===== src/rtl/wallace_mac_pkg.sv =====
// rtl/wallace_mac_pkg.sv - shared types and constants for the Wallace MAC accumulator
package wallace_mac_pkg;

    typedef enum logic [1:0] {
        IDLE  = 2'd0,
        ACCUM = 2'd1,
        DRAIN = 2'd2
    } mac_state_t;

    localparam int ACC_W_DEF     = 24;
    localparam int MAX_TERMS_DEF = 256;
    localparam int PROD_W        = 16;

endpackage


===== src/rtl/wallace_mac_accumulator_acc_sat_add.sv =====
// rtl/wallace_mac_accumulator_acc_sat_add.sv - unsigned saturating adder, accumulator plus product
module acc_sat_add
    import wallace_mac_pkg::*;
#(
    parameter int ACC_W = ACC_W_DEF
) (
    input  logic [ACC_W-1:0]  acc,
    input  logic [PROD_W-1:0] product,
    output logic [ACC_W-1:0]  sum,
    output logic              sat
);

    logic [ACC_W:0] wide_sum;

    // One extra bit catches the carry out; a carry means clamp to all ones
    always_comb begin
        wide_sum = {1'b0, acc} + {{(ACC_W + 1 - PROD_W){1'b0}}, product};
        sat      = wide_sum[ACC_W];
        sum      = wide_sum[ACC_W] ? {ACC_W{1'b1}} : wide_sum[ACC_W-1:0];
    end

endmodule


===== src/rtl/wallace_mac_accumulator.sv =====
// rtl/wallace_mac_accumulator.sv - saturating dot-product accumulator with held valid/ready result
module wallace_mac_accumulator
    import wallace_mac_pkg::*;
#(
    parameter int ACC_W     = ACC_W_DEF,
    parameter int MAX_TERMS = MAX_TERMS_DEF,
    parameter int CNT_W     = $clog2(MAX_TERMS + 1)
) (
    input  logic              clk,
    input  logic              rst,
    input  logic              in_valid,
    output logic              in_ready,
    input  logic [PROD_W-1:0] in_product,
    input  logic              in_last,
    output logic              out_valid,
    input  logic              out_ready,
    output logic [ACC_W-1:0]  out_result,
    output logic [CNT_W-1:0]  out_terms,
    output logic              out_ovf,
    output logic              out_forced
);

    mac_state_t       state;
    logic [ACC_W-1:0] acc;
    logic [CNT_W-1:0] cnt;
    logic             ovf;

    logic [ACC_W-1:0] sat_sum;
    logic             sat;
    logic [CNT_W-1:0] cnt_next;
    logic             hit_limit;
    logic             accept;

    acc_sat_add #(
        .ACC_W (ACC_W)
    ) u_add (
        .acc     (acc),
        .product (in_product),
        .sum     (sat_sum),
        .sat     (sat)
    );

    assign in_ready  = (state != DRAIN);
    assign out_valid = (state == DRAIN);
    assign accept    = in_valid && in_ready;
    assign cnt_next  = cnt + CNT_W'(1);
    assign hit_limit = (cnt_next == CNT_W'(MAX_TERMS));

    // Run FSM: accumulate accepted beats, latch the result on close, hold it until taken
    always_ff @(posedge clk) begin
        if (rst) begin
            state      <= IDLE;
            acc        <= '0;
            cnt        <= '0;
            ovf        <= 1'b0;
            out_result <= '0;
            out_terms  <= '0;
            out_ovf    <= 1'b0;
            out_forced <= 1'b0;
        end else begin
            case (state)
                IDLE, ACCUM: begin
                    if (accept) begin
                        acc <= sat_sum;
                        cnt <= cnt_next;
                        ovf <= ovf | sat;
                        if (in_last || hit_limit) begin
                            out_result <= sat_sum;
                            out_terms  <= cnt_next;
                            out_ovf    <= ovf | sat;
                            out_forced <= hit_limit && !in_last;
                            state      <= DRAIN;
                        end else begin
                            state <= ACCUM;
                        end
                    end
                end
                DRAIN: begin
                    if (out_ready) begin
                        state      <= IDLE;
                        acc        <= '0;
                        cnt        <= '0;
                        ovf        <= 1'b0;
                        out_forced <= 1'b0;
                    end
                end
                default: state <= IDLE;
            endcase
        end
    end

endmodule

===== config.mk =====
export PLATFORM = sky130hd
export DESIGN_NAME = wallace_mac_accumulator
export DESIGN_NICKNAME = d
export VERILOG_FILES = /design/src/rtl/wallace_mac_pkg.sv /design/src/rtl/wallace_mac_accumulator_acc_sat_add.sv /design/src/rtl/wallace_mac_accumulator.sv
export SDC_FILE = /design/constraint.sdc
export NUM_CORES = 1
export LEC_CHECK = 0
export ABC_AREA = 0
export CAP_MARGIN = 20
export CORE_UTILIZATION = 59
export DETAILED_ROUTE_END_ITERATION = 8
export GPL_TIMING_DRIVEN = 0
export PLACE_DENSITY_LB_ADDON = 0.05
export SYNTH_ARGS = -nofsm -noshare
export SYNTH_HDL_FRONTEND = slang
export SYNTH_SLANG_ARGS = --single-unit

===== constraint.sdc =====
create_clock -name clk -period 8.1 [get_ports clk]
set_input_delay 2.43 -clock clk [delete_from_list [all_inputs] [get_ports clk]]
set_output_delay 2.43 -clock clk [all_outputs]
set_load 0.005 [all_outputs]

=== After elaboration in Yosys (flattened, before gate mapping) ===
Cells that the tools add are included.

* Equality and inequality tests: 7
* Multiplexer cells: 17
* Shift operators: 0
* Reductions and logical operators: 11
* $lt $le $gt $ge: 0
* Div/mod/pow operators: 0
* Add/subtract/negate cells: 2
* $mul: 0
* Bitwise gates (word level): 1

{| class="wikitable"
|+ Operators by type and width
! kind !! number
|-
| $mux W24 || 3
|-
| $pmux W24 S2 || 1
|-
| $add A24 B16 Y25 || 1
|-
| $mux W9 || 2
|-
| $pmux W9 S2 || 1
|-
| $add A9 B1 Y9 const B || 1
|-
| $eq A9 B9 Y1 const B || 1
|-
| $mux W2 || 3
|-
| $ne A2 B2 Y1 const B || 3
|-
| $reduce_and A3 Y1 || 2
|-
| $mux W1 || 4
|-
| $pmux W1 S2 || 2
|-
| $pmux W2 S2 || 1
|-
| $reduce_and A4 Y1 || 1
|-
| $eq A2 B1 Y1 const B || 1
|-
| $eq A2 B2 Y1 const B || 1
|-
| $logic_and A1 B1 Y1 || 2
|-
| $logic_not A2 Y1 || 1
|-
| $ne A2 B1 Y1 const B || 1
|-
| $reduce_and A2 Y1 || 1
|-
| $reduce_bool A2 Y1 || 1
|-
| $reduce_or A2 Y1 || 1
|-
| $logic_not A1 Y1 || 1
|-
| $logic_or A1 B1 Y1 || 1
|-
| $or A1 B1 Y1 || 1
|}

* Input port bits: 21
* Output and inout bits: 37
* Word-level logic and storage cells: 46
* ROM bits: 0
* Memories: 0
* Bits in latches: 0
* Register bits after elaboration: 71
* RAM bits: 0

=== Logic depth before layout (Yosys ltp) ===
Gate-level depths: netlist (run 1).

* Depth in word-level cells: 6
* Depth in mapped cells: 11
* Gate-level depth less buffers: 9

=== By module ===
Synthesis (run 1) repeated with hierarchy kept, for this count alone.

* Cell total of the unflattened synthesis: 536
* Area, all modules: 4227.8 sq um

{| class="wikitable"
|+ By module, submodules not included
! module !! area an instance (sq um) !! cells each !! seq. area each (sq um) !! instances
|-
| wallace_mac_accumulator || 3031.7 || 361 || 1421.4 || 1
|-
| acc_sat_add || 1196.1 || 175 || 0.0 || 1
|}

=== Least setup slack after synthesis (run 1) ===
Ideal clock, no wire load.

* Path kind: input-to-reg
* Start: in in_product[0]
* End: reg acc[14]
* Required time: 7.983 ns
* Arrival time: 4.525 ns
* Cell stages on the path: 10
* Path slack: 3.458 ns
* Path buffers: 1
* Setup time: 0.117 ns
* Path through: ha_1 fa_1 a21o_1 a221oi_2 o21ai_1 a211o_1 nand3_1 buf_2 nand2_1 a22o_1

* Word-level cells in the longest chain between the ends: 4

{| class="wikitable"
|+ Ends and longest elaborated chain
! element !! line !! RTL
|-
| from (decl) || wallace_mac_accumulator.sv:13 || <nowiki>input logic [PROD_W-1:0] in_product,</nowiki>
|-
| $add A24 B16 Y25 || wallace_mac_accumulator_acc_sat_add.sv:17 || <nowiki>wide_sum = {1'b0, acc} + {{(ACC_W + 1 - PROD_W){1'b0}}, product};</nowiki>
|-
| $mux W24 || wallace_mac_accumulator_acc_sat_add.sv:19 || <nowiki>sum = wide_sum[ACC_W] ? {ACC_W{1'b1}} : wide_sum[ACC_W-1:0];</nowiki>
|-
| $mux W24 || wallace_mac_accumulator.sv:63 || <nowiki>if (accept) begin</nowiki>
|-
| $pmux W24 S2 || wallace_mac_accumulator.sv:61 || <nowiki>case (state)</nowiki>
|-
| to (signal assigned) || wallace_mac_accumulator.sv:64 || <nowiki>acc <= sat_sum;</nowiki>
|-
| to (decl) || wallace_mac_accumulator.sv:24 || <nowiki>logic [ACC_W-1:0] acc;</nowiki>
|}

No other way between the ends. The select of a mux whose other input is x is not followed.
A chain may end at the register's enable or synchronous reset.

=== Worst setup path in the final report (run 1) ===
* Start: in in_product[0]
* End: reg out_result[16]

* Word-level cells in the longest chain between the ends: 2

{| class="wikitable"
|+ Ends and longest elaborated chain
! element !! line !! RTL
|-
| $add A24 B16 Y25 || wallace_mac_accumulator_acc_sat_add.sv:17 ||
|-
| $mux W24 || wallace_mac_accumulator_acc_sat_add.sv:19 ||
|-
| to (signal assigned) || wallace_mac_accumulator.sv:68 || <nowiki>out_result <= sat_sum;</nowiki>
|-
| to (decl) || wallace_mac_accumulator.sv:17 || <nowiki>output logic [ACC_W-1:0] out_result,</nowiki>
|}

No other way between the ends.

==> summary.md, run 1 <==
| Metric | Value |
|---|---|
| Number of global-route vias before repair | `3772` |
| Global routing usage on met2 | `0.545` |
| Synth async-reset ratio | `0` |
| Reg2reg end | `out_terms[8]` |
| Worst hold slack | `~0.46 ns` |
| Number of storage elements in the synthesis netlist | `between 70 and 80` |
| Grt met1 use | `0.446` |
| Buffers on Ports | `between 50 and 60` |
| Post-Route WL | `approximately 12000 um` |
| CP Capture Type | `register` |
| I/O Pins | `58` |
| Proportion of synthesized chip area in sequential cells | `0.345` |
| GR peak layer | `met2` |
| Worst hold start | `acc[13]` |
| Total gr overflow | `0` |
| Setup Skew | `roughly 0.006 ns` |
| Die Outline Area | `between 7000 and 8000 um^2` |
| Worst Max-Slew Pin Slew | `between 0.8 and 0.9 ns` |
| Placeable Area | `around 6800 um^2` |
| Number of violations reported at the end of detailed-routing iteration 0 | `307` |
| Drt drc | `0` |
| Post-layout power | `approximately 0.00095 W` |
| Logic depth of the worst register-to-register path | `9` |
| Type of the worst min-delay path | `reg -> reg` |
| Shortest period the worst path allows | `5.30 ns` |
| Half-perimeter wire length after detailed placement | `8390 um` |
| Number of distinct library cells after synthesis | `69` |
| Mean instance size in the synthesized netlist | `slightly above 8 um^2` |
| Fin. max-slew vios | `0` |
| Setup-failing EPs final | `0` |
| Count of vias placed by the detailed router | `around 4200` |
| Routed len/inst | `~18 um` |
| Leakage power | `just under 2 nW` |
| Switching power | `between 0.0002 and 0.0003 W` |
| Synth cell count leaders | `sky130_fd_sc_hd__dfxtp_1 (71), sky130_fd_sc_hd__nor2_1 (61), sky130_fd_sc_hd__a21oi_1 (47)` |
| Power per Cell Area | `189 nW/um^2` |
| Final Hold Vio Count | `0` |
| Number of synthesis warnings | `0` |
| Count of cells resized by post-cts repair | `0` |
| Final Instance Area | `5020 um^2` |
| Antenna diode count | `0` |
| Quantity of hold-fixing buffers added after cts | `0` |
| Top flip-flop cell by instance count after synthesis | `sky130_fd_sc_hd__dfxtp_1` |
| Filler cell count | `roughly 540` |
| Count of mapped cells out of synthesis | `510` |
| Startpoint of the worst register-to-register path | `cnt[0]` |
| Post-route setup slack | `roughly 2.8 ns` |
| Sort of element at the start of the critical path | `input pin` |
| Aggregate negative setup slack | `0 ns` |
| Antenna Violating Nets Remaining | `0` |
| Count of standard-cell rows | `30` |
| First-pass GRT wire length | `18900 um` |
| Synthesis-to-layout area growth | `21.7%` |
| Class of the most critical setup path | `in -> reg` |
| H-tree depth | `3` |
| Die outline height | `85.6 um` |
| Part of the power in combinational logic | `0.253` |
| Width of the chip | `approximately 86 um` |
| Number of max-capacitance violations reported | `0` |
| Maximum number of pins on one net before global-route repair | `13` |
| Maximum root-to-sink buffer count | `2` |
| Library cell with the largest summed area after synthesis | `sky130_fd_sc_hd__dfxtp_1` |
| Terminating pin of the worst hold path | `acc[13]` |
| Post-synth top area share | `0.345` |
| Reg area | `between 1000 and 1500 um^2` |
| Total setup buffers inserted after CTS | `0` |
| Global placer's final weighted congestion | `about 0.97` |
| Max Clock Freq | `189 MHz` |
| First-pass iteration count of the detailed router | `5` |
| Antenna violations before repair | `0` |
| Worst IR drop on VDD | `151 uV` |
| Effective utilization at floorplan | `0.611` |
| DP Area | `4800 um^2` |
| Internal power of the cells | `between 0.0006 and 0.0007 W` |
| Multi-input logic area | `about 2500 um^2` |
| CTS sink cnt | `between 70 and 80` |
| Global-route usage over all layers | `0.334` |
| Worst-case register-to-register setup slack | `just under 5 ns` |
| WP data required | `between 8 and 9 ns` |
| Min-Delay Path Depth | `1` |
| M3 GR Usage | `0.0375` |
| Unrepaired setup endpoints after global routing | `false` |
| Result of the run | `finished, final reports clean` |
| Top fanout value on the critical path | `7` |
| Detail-routed via count per cell | `6.28` |
| Part of the cycle the worst path needs | `0.654` |
| Fraction of layout cells with a size suffix above 1 | `0.0755` |
| Switching Share | `0.313` |
| Combined area of all synthesized cells | `roughly 4100 um^2` |
| Total nets after synthesis | `between 500 and 600` |
| Relative slew margins | `0.441` |
| Dpl ws | `2.53 ns` |
| Insertion delay to the later sink of the worst-skew pair | `~0.35 ns` |
| Proportion of power drawn by the clock network | `0.343` |
| Nets | `~600` |
| Sequential share of power | `0.404` |
| Largest cells by area after synthesis | `sky130_fd_sc_hd__dfxtp_1 (34%), sky130_fd_sc_hd__a21oi_1 (5.7%), sky130_fd_sc_hd__nor2_1 (5.6%)` |
| Root cell of the clock tree | `sky130_fd_sc_hd__clkbuf_8` |
| Clock-pin slew on the worst setup and hold paths | `~0.080 ns` |
| Crit path arrival time | `approximately 5.6 ns` |
| CTS tree | `yes` |
| Most repeated cell in the gate-level netlist after synthesis | `sky130_fd_sc_hd__dfxtp_1` |
| EDFF count, synth | `0` |
| Number of buffers added by the clock tree synthesis step | `9` |
## registers in the layout, indices dropped and copies added, names as in the netlist
register and flops:
out_terms 9, out_forced 1, ovf 1, state 2, out_result 24, acc 24
cnt 9, out_ovf 1
## metal layers
layer	up-vias	share of wire
li1	1995	-
met1	1948	0.44
met2	192	0.47
met3	28	0.059
met4	0	0.033
met5	-	0
## power by group through the flow
stage / combinational [W] / clock (W) / sequential [W]
6_report: 0.000240 / 0.000324 / 0.000383
5_1_grt: 0.000264 / 0.000342 / 0.000385
4_1_cts: 0.000236 / 0.000326 / 0.000383
3_5_place_dp: 0.000234 / 0 / 0.000391
3_3_place_gp: 0.000229 / 0 / 0.000390
2_1_floorplan: 0.000162 / 0 / 0.000389
## cell families (layout without fill, tap and decap cells)
group           count (synthesis)  count (layout)  share of synthesized area
mux                            11              11                     0.0270
buf+inv                        45             118                     0.0531
xor+xnor                       24              24                     0.0510
simple gates                  188             188                      0.221
compound gates                152             152                      0.244
flops                          71              71                      0.345
fa+ha+maj                      19              19                     0.0594
## per-stage QoR
step                      std cells  utilization
after floorplan                 510            -
after global placement          647        0.710
after CTS                       663        0.743
after global routing            663        0.743
final                           663        0.743
after detailed placement        647        0.710
## placed cells by master (no fill, tap or decap), types with 3 or more instances in the layout
master                            Yosys  layout
sky130_fd_sc_hd__dfxtp_1             71      71
sky130_fd_sc_hd__o21a_1               3       3
sky130_fd_sc_hd__buf_2                7       7
sky130_fd_sc_hd__clkbuf_1            23      24
sky130_fd_sc_hd__o21ai_0             32      32
sky130_fd_sc_hd__and4_1               3       3
sky130_fd_sc_hd__nand2_1             46      46
sky130_fd_sc_hd__a22oi_1              5       5
sky130_fd_sc_hd__a21o_1               9       9
sky130_fd_sc_hd__nand2b_1             3       3
sky130_fd_sc_hd__a311oi_1             6       6
sky130_fd_sc_hd__a21oi_1             47      47
sky130_fd_sc_hd__nor4_1               6       6
sky130_fd_sc_hd__a211oi_1             4       4
sky130_fd_sc_hd__buf_6                5       5
sky130_fd_sc_hd__clkbuf_8             0      10
sky130_fd_sc_hd__nor2_1              61      61
sky130_fd_sc_hd__a221oi_1             3       3
sky130_fd_sc_hd__nor3_1              22      22
sky130_fd_sc_hd__ha_1                18      18
sky130_fd_sc_hd__a31oi_1              6       6
sky130_fd_sc_hd__and3_1               5       5
sky130_fd_sc_hd__inv_1                9       9
sky130_fd_sc_hd__a22o_1               3       3
sky130_fd_sc_hd__nand4_1              5       5
sky130_fd_sc_hd__xnor2_1             14      14
sky130_fd_sc_hd__nand3_1             22      22
sky130_fd_sc_hd__clkdlybuf4s50_1      0      57
sky130_fd_sc_hd__xor2_1              10      10
sky130_fd_sc_hd__mux2i_1             10      10
sky130_fd_sc_hd__o21ai_1              3       3
## area by class of cell
| cell class | count | area share |
|---|---|---|
| multi-input cells | 394 | 0.495 |
| flip-flops and latches | 71 | 0.283 |
| repair buffers | 57 | 0.114 |
| plain buffers | 36 | 0.0369 |
| clock buffers | 11 | 0.0282 |
| well taps | 80 | 0.0199 |
| clock inverters | 5 | 0.0162 |
| inverters | 9 | 0.00673 |
## critical path, cell delays in order
cell,delay (ns)
sky130_fd_sc_hd__clkdlybuf4s50_1,0.45
sky130_fd_sc_hd__ha_1,0.25
sky130_fd_sc_hd__fa_1,0.41
sky130_fd_sc_hd__a21o_1,0.22
sky130_fd_sc_hd__a221oi_2,0.45
sky130_fd_sc_hd__o21ai_1,0.21
sky130_fd_sc_hd__o21ai_2,0.34
sky130_fd_sc_hd__nor3_1,0.10
sky130_fd_sc_hd__a2111oi_0,0.55
sky130_fd_sc_hd__a31o_2,0.18
## worst max-delay path by stage
stage	from	to	cells after the start
after floorplan	in_product[0]	acc[14]	10
after global placement	in_product[0]	out_result[1]	11
after detailed placement	in_product[0]	out_result[16]	10
after CTS	in_product[0]	out_result[16]	10
after global routing	in_product[0]	out_result[16]	10
final	in_product[0]	out_result[16]	10
Power figures use the tool's default switching activity.
==> run 2, diff against run 1 <==
- CORE_UTILIZATION: 59 -> 55
- clock period: 8.1 -> 5.05 ns (I/O delays scaled with it)
==> summary.md, run 2 (synthesis results as in run 1) <==
| Metric | Value |
|---|---|
| Number of violations reported at the end of detailed-routing iteration 0 | `291 (-5.2%)` |
| Most common library cell in the layout ignoring fill and taps | `sky130_fd_sc_hd__dfxtp_1` |
| Worst hold start | `out_result[19]` |
| Global routing usage on met2 | `0.525 (-0.0196)` |
| Fin. max-slew vios | `0 (unchanged)` |
| Fraction of layout cells with a size suffix above 1 | `0.0739 (-0.00159)` |
| Reg2reg end | `out_result[1]` |
| Worst-case register-to-register setup slack | `1.95 ns (-2.94 ns)` |
| Global-route usage over all layers | `0.315 (-0.0191)` |
| Antenna violations before repair | `0 (unchanged)` |
| WP data required | `5.27 ns (-3.13 ns)` |
| Logic depth of the worst register-to-register path | `10 (+1)` |
| Part of the cycle the worst path needs | `0.883` |
| Buffers on Ports | `57 (unchanged)` |
| Number of global-route vias before repair | `3774 (+0.053%)` |
| Total setup buffers inserted after CTS | `0 (unchanged)` |
| First-pass GRT wire length | `18600 um (-1.6%)` |
| Number of buffers added by the clock tree synthesis step | `9 (unchanged)` |
| Count of standard-cell rows | `31 (+3.3%)` |
| Result of the run | `finished, final reports clean` |
| Leakage power | `1.93 nW (+0.18%)` |
| Non-filler cells in the finished layout | `681 (+2.7%)` |
| Synthesis-to-layout area growth | `22.5%` |
| Width of the chip | `88.6 um (+3.5%)` |
| Terminating pin of the worst hold path | `out_result[19]` |
| Max Clock Freq | `224 MHz` |
| Final Hold Vio Count | `0 (unchanged)` |
| Top fanout value on the critical path | `10 (+3)` |
| Top library cells by usage in the layout, fill and taps aside | `sky130_fd_sc_hd__dfxtp_1 (71), sky130_fd_sc_hd__nor2_1 (61), sky130_fd_sc_hd__clkdlybuf4s50_1 (57)` |
| Grt met1 use | `0.398 (-0.0482)` |
| Setup Skew | `0.0103 ns (+0.00447 ns)` |
| Startpoint of the worst register-to-register path | `acc[0]` |
| Type of the worst min-delay path | `reg -> reg` |
| Min-Delay Path Depth | `2 (+1)` |
| Count of vias placed by the detailed router | `4172 (+0.22%)` |
| CP Capture Type | `register` |
| Shortest period the worst path allows | `approximately 4.5 ns` |
| Aggregate negative setup slack | `0 ns (unchanged)` |
| CTS sink cnt | `71 (unchanged)` |
| Insertion delay to the later sink of the worst-skew pair | `0.35 ns (about the same)` |
| Die outline height | `88.6 um (+3.5%)` |
| Worst Max-Slew Pin Slew | `0.869 ns (+0.0367 ns)` |
| GR peak layer | `met2` |
| Die Outline Area | `7850 um^2 (+7.1%)` |
| Worst IR drop on VDD | `166 uV (+10%)` |
| Filler cell count | `633 (+18%)` |
| Effective utilization at floorplan | `0.569 (-0.0418)` |
| Number of max-capacitance violations reported | `0 (unchanged)` |
| Sort of element at the start of the critical path | `input pin` |
| CTS tree | `yes` |
| Clock-pin slew on the worst setup and hold paths | `0.08 ns (about the same)` |
| Relative slew margins | `0.417 (-0.0246)` |
| Detail-routed via count per cell | `6.13 (-2.4%)` |
| Maximum root-to-sink buffer count | `2 (unchanged)` |
| Class of the most critical setup path | `in -> reg` |
| Biggest registers after layout | `acc x24, out_result x24` |
| Total gr overflow | `0 (unchanged)` |
| Antenna Violating Nets Remaining | `0 (unchanged)` |
| Global placer's final weighted congestion | `0.904 (-6.8%)` |
| Half-perimeter wire length after detailed placement | `8520 um (+1.6%)` |
| Placeable Area | `7250 um^2 (+7.4%)` |
| Power per Cell Area | `308 nW/um^2 (+63%)` |
| M3 GR Usage | `0.0606 (+0.0231)` |
| Antenna diode count | `0 (unchanged)` |
| Routed len/inst | `17.4 um (-1.3%)` |
| H-tree depth | `3 (unchanged)` |
| Unrepaired setup endpoints after global routing | `false` |
| Drt drc | `0 (unchanged)` |
| First-pass iteration count of the detailed router | `5 (unchanged)` |
| Maximum number of pins on one net before global-route repair | `13 (unchanged)` |
| Crit path arrival time | `4.68 ns (-0.92 ns)` |
| Quantity of hold-fixing buffers added after cts | `0 (unchanged)` |
| Nets | `618 (unchanged)` |
| I/O Pins | `58 (unchanged)` |
| Count of cells resized by post-cts repair | `0 (unchanged)` |
| Number of placed instances, taps included | `666 (+2.9%)` |
| Post-Route WL | `11800 um (+1.4%)` |
| Root cell of the clock tree | `sky130_fd_sc_hd__clkbuf_8` |
| Setup-failing EPs final | `0 (unchanged)` |
[run 2: changes by cell type in the layout (fill, tap and decap cells not counted)]
cell                        before  now
sky130_fd_sc_hd__clkinv_4        1    0
sky130_fd_sc_hd__clkbuf_8       10    9
sky130_fd_sc_hd__bufinv_16       2    3
sky130_fd_sc_hd__inv_6           0    1
sky130_fd_sc_hd__clkinv_2        1    0
[run 2: layout make-up]
type | count | area, um^2 | share of cell area
Tap cell | 99 | 124 | 0.0245
Inverter | 9 | 33.8 | 0.00668
Buffer | 36 | 185 | 0.0366
Timing Repair Buffer | 57 | 571 | 0.113
Multi-Input combinational cell | 394 | 2480 | 0.492
Clock inverter | 5 | 106 | 0.0210
Clock buffer | 10 | 128 | 0.0253
Sequential cell | 71 | 1420 | 0.281
[run 2: per-stage QoR]
step / hold slack, ns / util / total power [W] / setup WS, ns / cell area [um^2]
2_1_floorplan: 0.429 / - / 0.000884 / 1.32 / 4130
3_3_place_gp: 0.439 / 0.664 / 0.000994 / 0.348 / 4820
3_5_place_dp: 0.452 / 0.664 / 0.00101 / 0.353 / 4820
4_1_cts: 0.470 / 0.697 / 0.00156 / 0.717 / 5050
5_1_grt: 0.483 / 0.697 / 0.00163 / 0.485 / 5050
6_report: 0.465 / 0.697 / 0.00156 / 0.593 / 5050
[run 2: metal layers]
layer | vias up | routed length (um)
li1 | 2001 | -
met4 | 0 | 399
met1 | 1983 | 5190
met3 | 28 | 620
met2 | 160 | 5630
met5 | - | 0
[run 2: power by group]
| part | switching [W] | total [W] | internal (W) | leakage, nW |
|---|---|---|---|---|
| Combinational | 0.000230 | 0.000388 | 0.000158 | 1.24 |
| Clock | 0.000225 | 0.000553 | 0.000328 | 0.113 |
| Sequential | 0.0000215 | 0.000615 | 0.000593 | 0.579 |
[run 2: worst max-delay path, cell delays in order]
cell and delay [ns]:
sky130_fd_sc_hd__clkdlybuf4s50_1 0.45, sky130_fd_sc_hd__ha_1 0.26, sky130_fd_sc_hd__fa_1 0.41, sky130_fd_sc_hd__a21o_1 0.22, sky130_fd_sc_hd__a221oi_2 0.47, sky130_fd_sc_hd__o21ai_1 0.22
sky130_fd_sc_hd__o21ai_2 0.35, sky130_fd_sc_hd__nor3_4 0.14, sky130_fd_sc_hd__buf_2 0.23, sky130_fd_sc_hd__nor3_1 0.33, sky130_fd_sc_hd__nor3_1 0.08
[run 2: worst max-delay path by stage]
stage	start	end	slack [ns]	depth (start not counted)
global route	in_product[0]	out_result[1]	0.48	11
finish	in_product[0]	out_result[1]	0.59	11
floorplan	in_product[0]	acc[14]	1.32	10
detailed placement	in_product[0]	out_result[1]	0.35	11
global placement	in_product[0]	out_result[16]	0.35	10
CTS	in_product[0]	out_result[1]	0.72	11
==> run 3, diff against run 2 <==
--- a/config.mk
+++ b/config.mk
@@ -7,6 +7,7 @@
 export LEC_CHECK = 0
 export ABC_AREA = 0
-export CAP_MARGIN = 20
+export CAP_MARGIN = 25
 export CORE_UTILIZATION = 55
+export CTS_BUF_LIST = sky130_fd_sc_hd__clkbuf_16
 export DETAILED_ROUTE_END_ITERATION = 8
 export GPL_TIMING_DRIVEN = 0
==> constraint.sdc (replaced) <==
create_clock -name clk -period 5.05 [get_ports clk]
set_input_delay 1.515 -clock clk [delete_from_list [all_inputs] [get_ports clk]]
set_output_delay 1.515 -clock clk [all_outputs]
set_load 0.05 [all_outputs]
==> summary.md, run 3 (synthesis results as in run 1) <==
| Metric | Value |
|---|---|
| Result of the run | `finished, final reports clean` |
| Min-Delay Path Depth | `2 (unchanged)` |
| Effective utilization at floorplan | `0.569 (unchanged)` |
| Highest cell delay on the worst timing path | `0.56 ns (+0.09 ns)` |
| Terminating pin of the worst hold path | `out_result[19]` |
| Relative slew margins | `0.425 (+0.00816)` |
| Worst-case register-to-register setup slack | `1.95 ns (about the same)` |
| CTS tree | `yes` |
| Nets | `618 (unchanged)` |
| Maximum number of pins on one net before global-route repair | `13 (unchanged)` |
| WP data required | `5.33 ns (+0.06 ns)` |
| I/O Pins | `58 (unchanged)` |
| Reg2reg end | `out_result[4]` |
| Width of the chip | `88.6 um (unchanged)` |
| Insertion delay to the later sink of the worst-skew pair | `0.34 ns (about the same)` |
| Crit path arrival time | `4.72 ns (+0.04 ns)` |
| Worst hold start | `out_result[19]` |
| Die outline height | `88.6 um (unchanged)` |
| Post-route setup slack | `0.605 ns (+0.0128 ns)` |
| Top library cells by usage in the layout, fill and taps aside | `sky130_fd_sc_hd__dfxtp_1 (71), sky130_fd_sc_hd__nor2_1 (61), sky130_fd_sc_hd__clkdlybuf4s50_1 (57)` |
| Post-Route WL | `11800 um (-0.30%)` |
| Setup-failing EPs final | `0 (unchanged)` |
| First-pass iteration count of the detailed router | `7 (+2)` |
| Count of standard-cell rows | `31 (unchanged)` |
| CTS sink cnt | `71 (unchanged)` |
| Aggregate negative setup slack | `0 ns (unchanged)` |
| Buffers on Ports | `57 (unchanged)` |
| Antenna Violating Nets Remaining | `0 (unchanged)` |
| Placeable Area | `7250 um^2 (unchanged)` |
| Worst path cell trace | `clkdlybuf4s50_1 > ha_1 > fa_1 > a21o_1 > a221oi_2 > o21ai_1 > o21ai_2 > nor3_1 > a2111oi_0 > a31o_2` |
| Clock-pin slew on the worst setup and hold paths | `0.06 ns (-0.02 ns)` |
| Logic depth of the worst register-to-register path | `9 (-1)` |
| Type of the worst min-delay path | `reg -> reg` |
| Number of violations reported at the end of detailed-routing iteration 0 | `281 (-3.4%)` |
| Count of vias placed by the detailed router | `4158 (-0.34%)` |
| Shortest period the worst path allows | `4.44 ns (-0.0128 ns)` |
| Part of the cycle the worst path needs | `0.880 (-0.00254)` |
| CP Capture Type | `register` |
| Top fanout value on the critical path | `7 (-3)` |
| Number of global-route vias before repair | `3770 (-0.11%)` |
| Worst IR drop on VDD | `208 uV (+25%)` |
| First-pass GRT wire length | `18700 um (+0.41%)` |
| Critical Path Slowest Stage Cell | `sky130_fd_sc_hd__a2111oi_0` |
| Total setup buffers inserted after CTS | `0 (unchanged)` |
| Number of buffers added by the clock tree synthesis step | `9 (unchanged)` |
| Unrepaired setup endpoints after global routing | `false` |
| Half-perimeter wire length after detailed placement | `8520 um (unchanged)` |
| Fraction of layout cells with a size suffix above 1 | `0.0739 (unchanged)` |
| Synthesis-to-layout area growth | `25.0%` |
| Worst Max-Slew Pin Slew | `0.857 ns (-0.0122 ns)` |
| Global placer's final weighted congestion | `0.904 (unchanged)` |
| Max Clock Freq | `225 MHz (+0.29%)` |
| Class of the most critical setup path | `in -> reg` |
| Drt drc | `0 (unchanged)` |
| Final Hold Vio Count | `0 (unchanged)` |
| Fin. max-slew vios | `0 (unchanged)` |
| Count of cells resized by post-cts repair | `0 (unchanged)` |
| Setup Skew | `0.00703 ns (-0.00331 ns)` |
| H-tree depth | `3 (unchanged)` |
| Antenna violations before repair | `0 (unchanged)` |
| Total gr overflow | `0 (unchanged)` |
| Antenna diode count | `0 (unchanged)` |
| Maximum root-to-sink buffer count | `2 (unchanged)` |
| Power per Cell Area | `345 nW/um^2 (+12%)` |
| Biggest registers after layout | `acc x24, out_result x24` |
| Most common library cell in the layout ignoring fill and taps | `sky130_fd_sc_hd__dfxtp_1` |
| Die Outline Area | `7850 um^2 (unchanged)` |
| Detail-routed via count per cell | `6.11 (-0.34%)` |
| Number of max-capacitance violations reported | `0 (unchanged)` |
| Root cell of the clock tree | `sky130_fd_sc_hd__clkbuf_16` |
| Sort of element at the start of the critical path | `input pin` |
| Dpl ws | `0.353 ns (unchanged)` |
| Startpoint of the worst register-to-register path | `cnt[0]` |
| Global-route usage over all layers | `0.315 (-0.000590)` |
| Leakage power | `1.98 nW (+2.6%)` |
| Quantity of hold-fixing buffers added after cts | `0 (unchanged)` |
| Routed len/inst | `17.3 um (-0.30%)` |
## run 3: cell types whose count changed in the layout (fill, tap and decap cells not counted)
cell                        previous run  this run
sky130_fd_sc_hd__inv_1                 9        10
sky130_fd_sc_hd__clkbuf_16             0         9
sky130_fd_sc_hd__clkbuf_1             24        23
sky130_fd_sc_hd__clkbuf_8              9         0
## run 3: how the worst max path moves through the flow
stage / startpoint / to / slack (ns) / cells past startpoint
CTS: in_product[0] / out_result[1] / 0.69 / 11
detailed placement: in_product[0] / out_result[1] / 0.35 / 11
global placement: in_product[0] / out_result[16] / 0.35 / 10
global route: in_product[0] / out_result[1] / 0.46 / 11
finish: in_product[0] / out_result[16] / 0.61 / 10
floorplan: in_product[0] / acc[14] / 1.32 / 10
## run 3: layout make-up
cell class / count / area, um^2
Multi-Input combinational cell: 394 / 2480
Fill cell: 615 / 2100
Sequential cell: 71 / 1420
Timing Repair Buffer: 57 / 571
Clock buffer: 9 / 225
Buffer: 36 / 185
Tap cell: 99 / 124
Clock inverter: 6 / 110
Inverter: 9 / 33.8
## run 3: critical path: cells and delay by family
family / cells / cell delay [ns]
AOI/OAI and AO/OA: 6 / 1.99
adders and majority gates: 2 / 0.65
buffers and inverters: 1 / 0.44
and+or+nand+nor: 1 / 0.11
## run 3: layer usage
layer  track usage  vias to the layer above  share of wire
met1         0.401                     1942           0.43
li1              -                     2005              -
met2         0.527                      179           0.47
met5             0                        -              0
met3        0.0392                       32          0.066
met4         0.151                        0          0.034
## run 3: power breakdown
part / total (W) / leakage (nW) / switching, W / internal (W)
combinational: 0.000431 / 1.24 / 0.000274 / 0.000158
sequential: 0.000616 / 0.579 / 0.0000215 / 0.000594
clock: 0.000729 / 0.163 / 0.000250 / 0.000480
total: 0.00178 / 1.98 / 0.000545 / 0.00123
## run 3: per-stage QoR
stage	hold slack, ns	cell area (um^2)	utilization	total power, W	std cells
floorplan	0.429	4130	-	0.000928	510
global placement	0.439	4820	0.664	0.00104	666
detailed placement	0.452	4820	0.664	0.00105	666
CTS	0.463	5150	0.711	0.00178	681
global route	0.477	5150	0.711	0.00184	681
finish	0.462	5150	0.711	0.00178	681
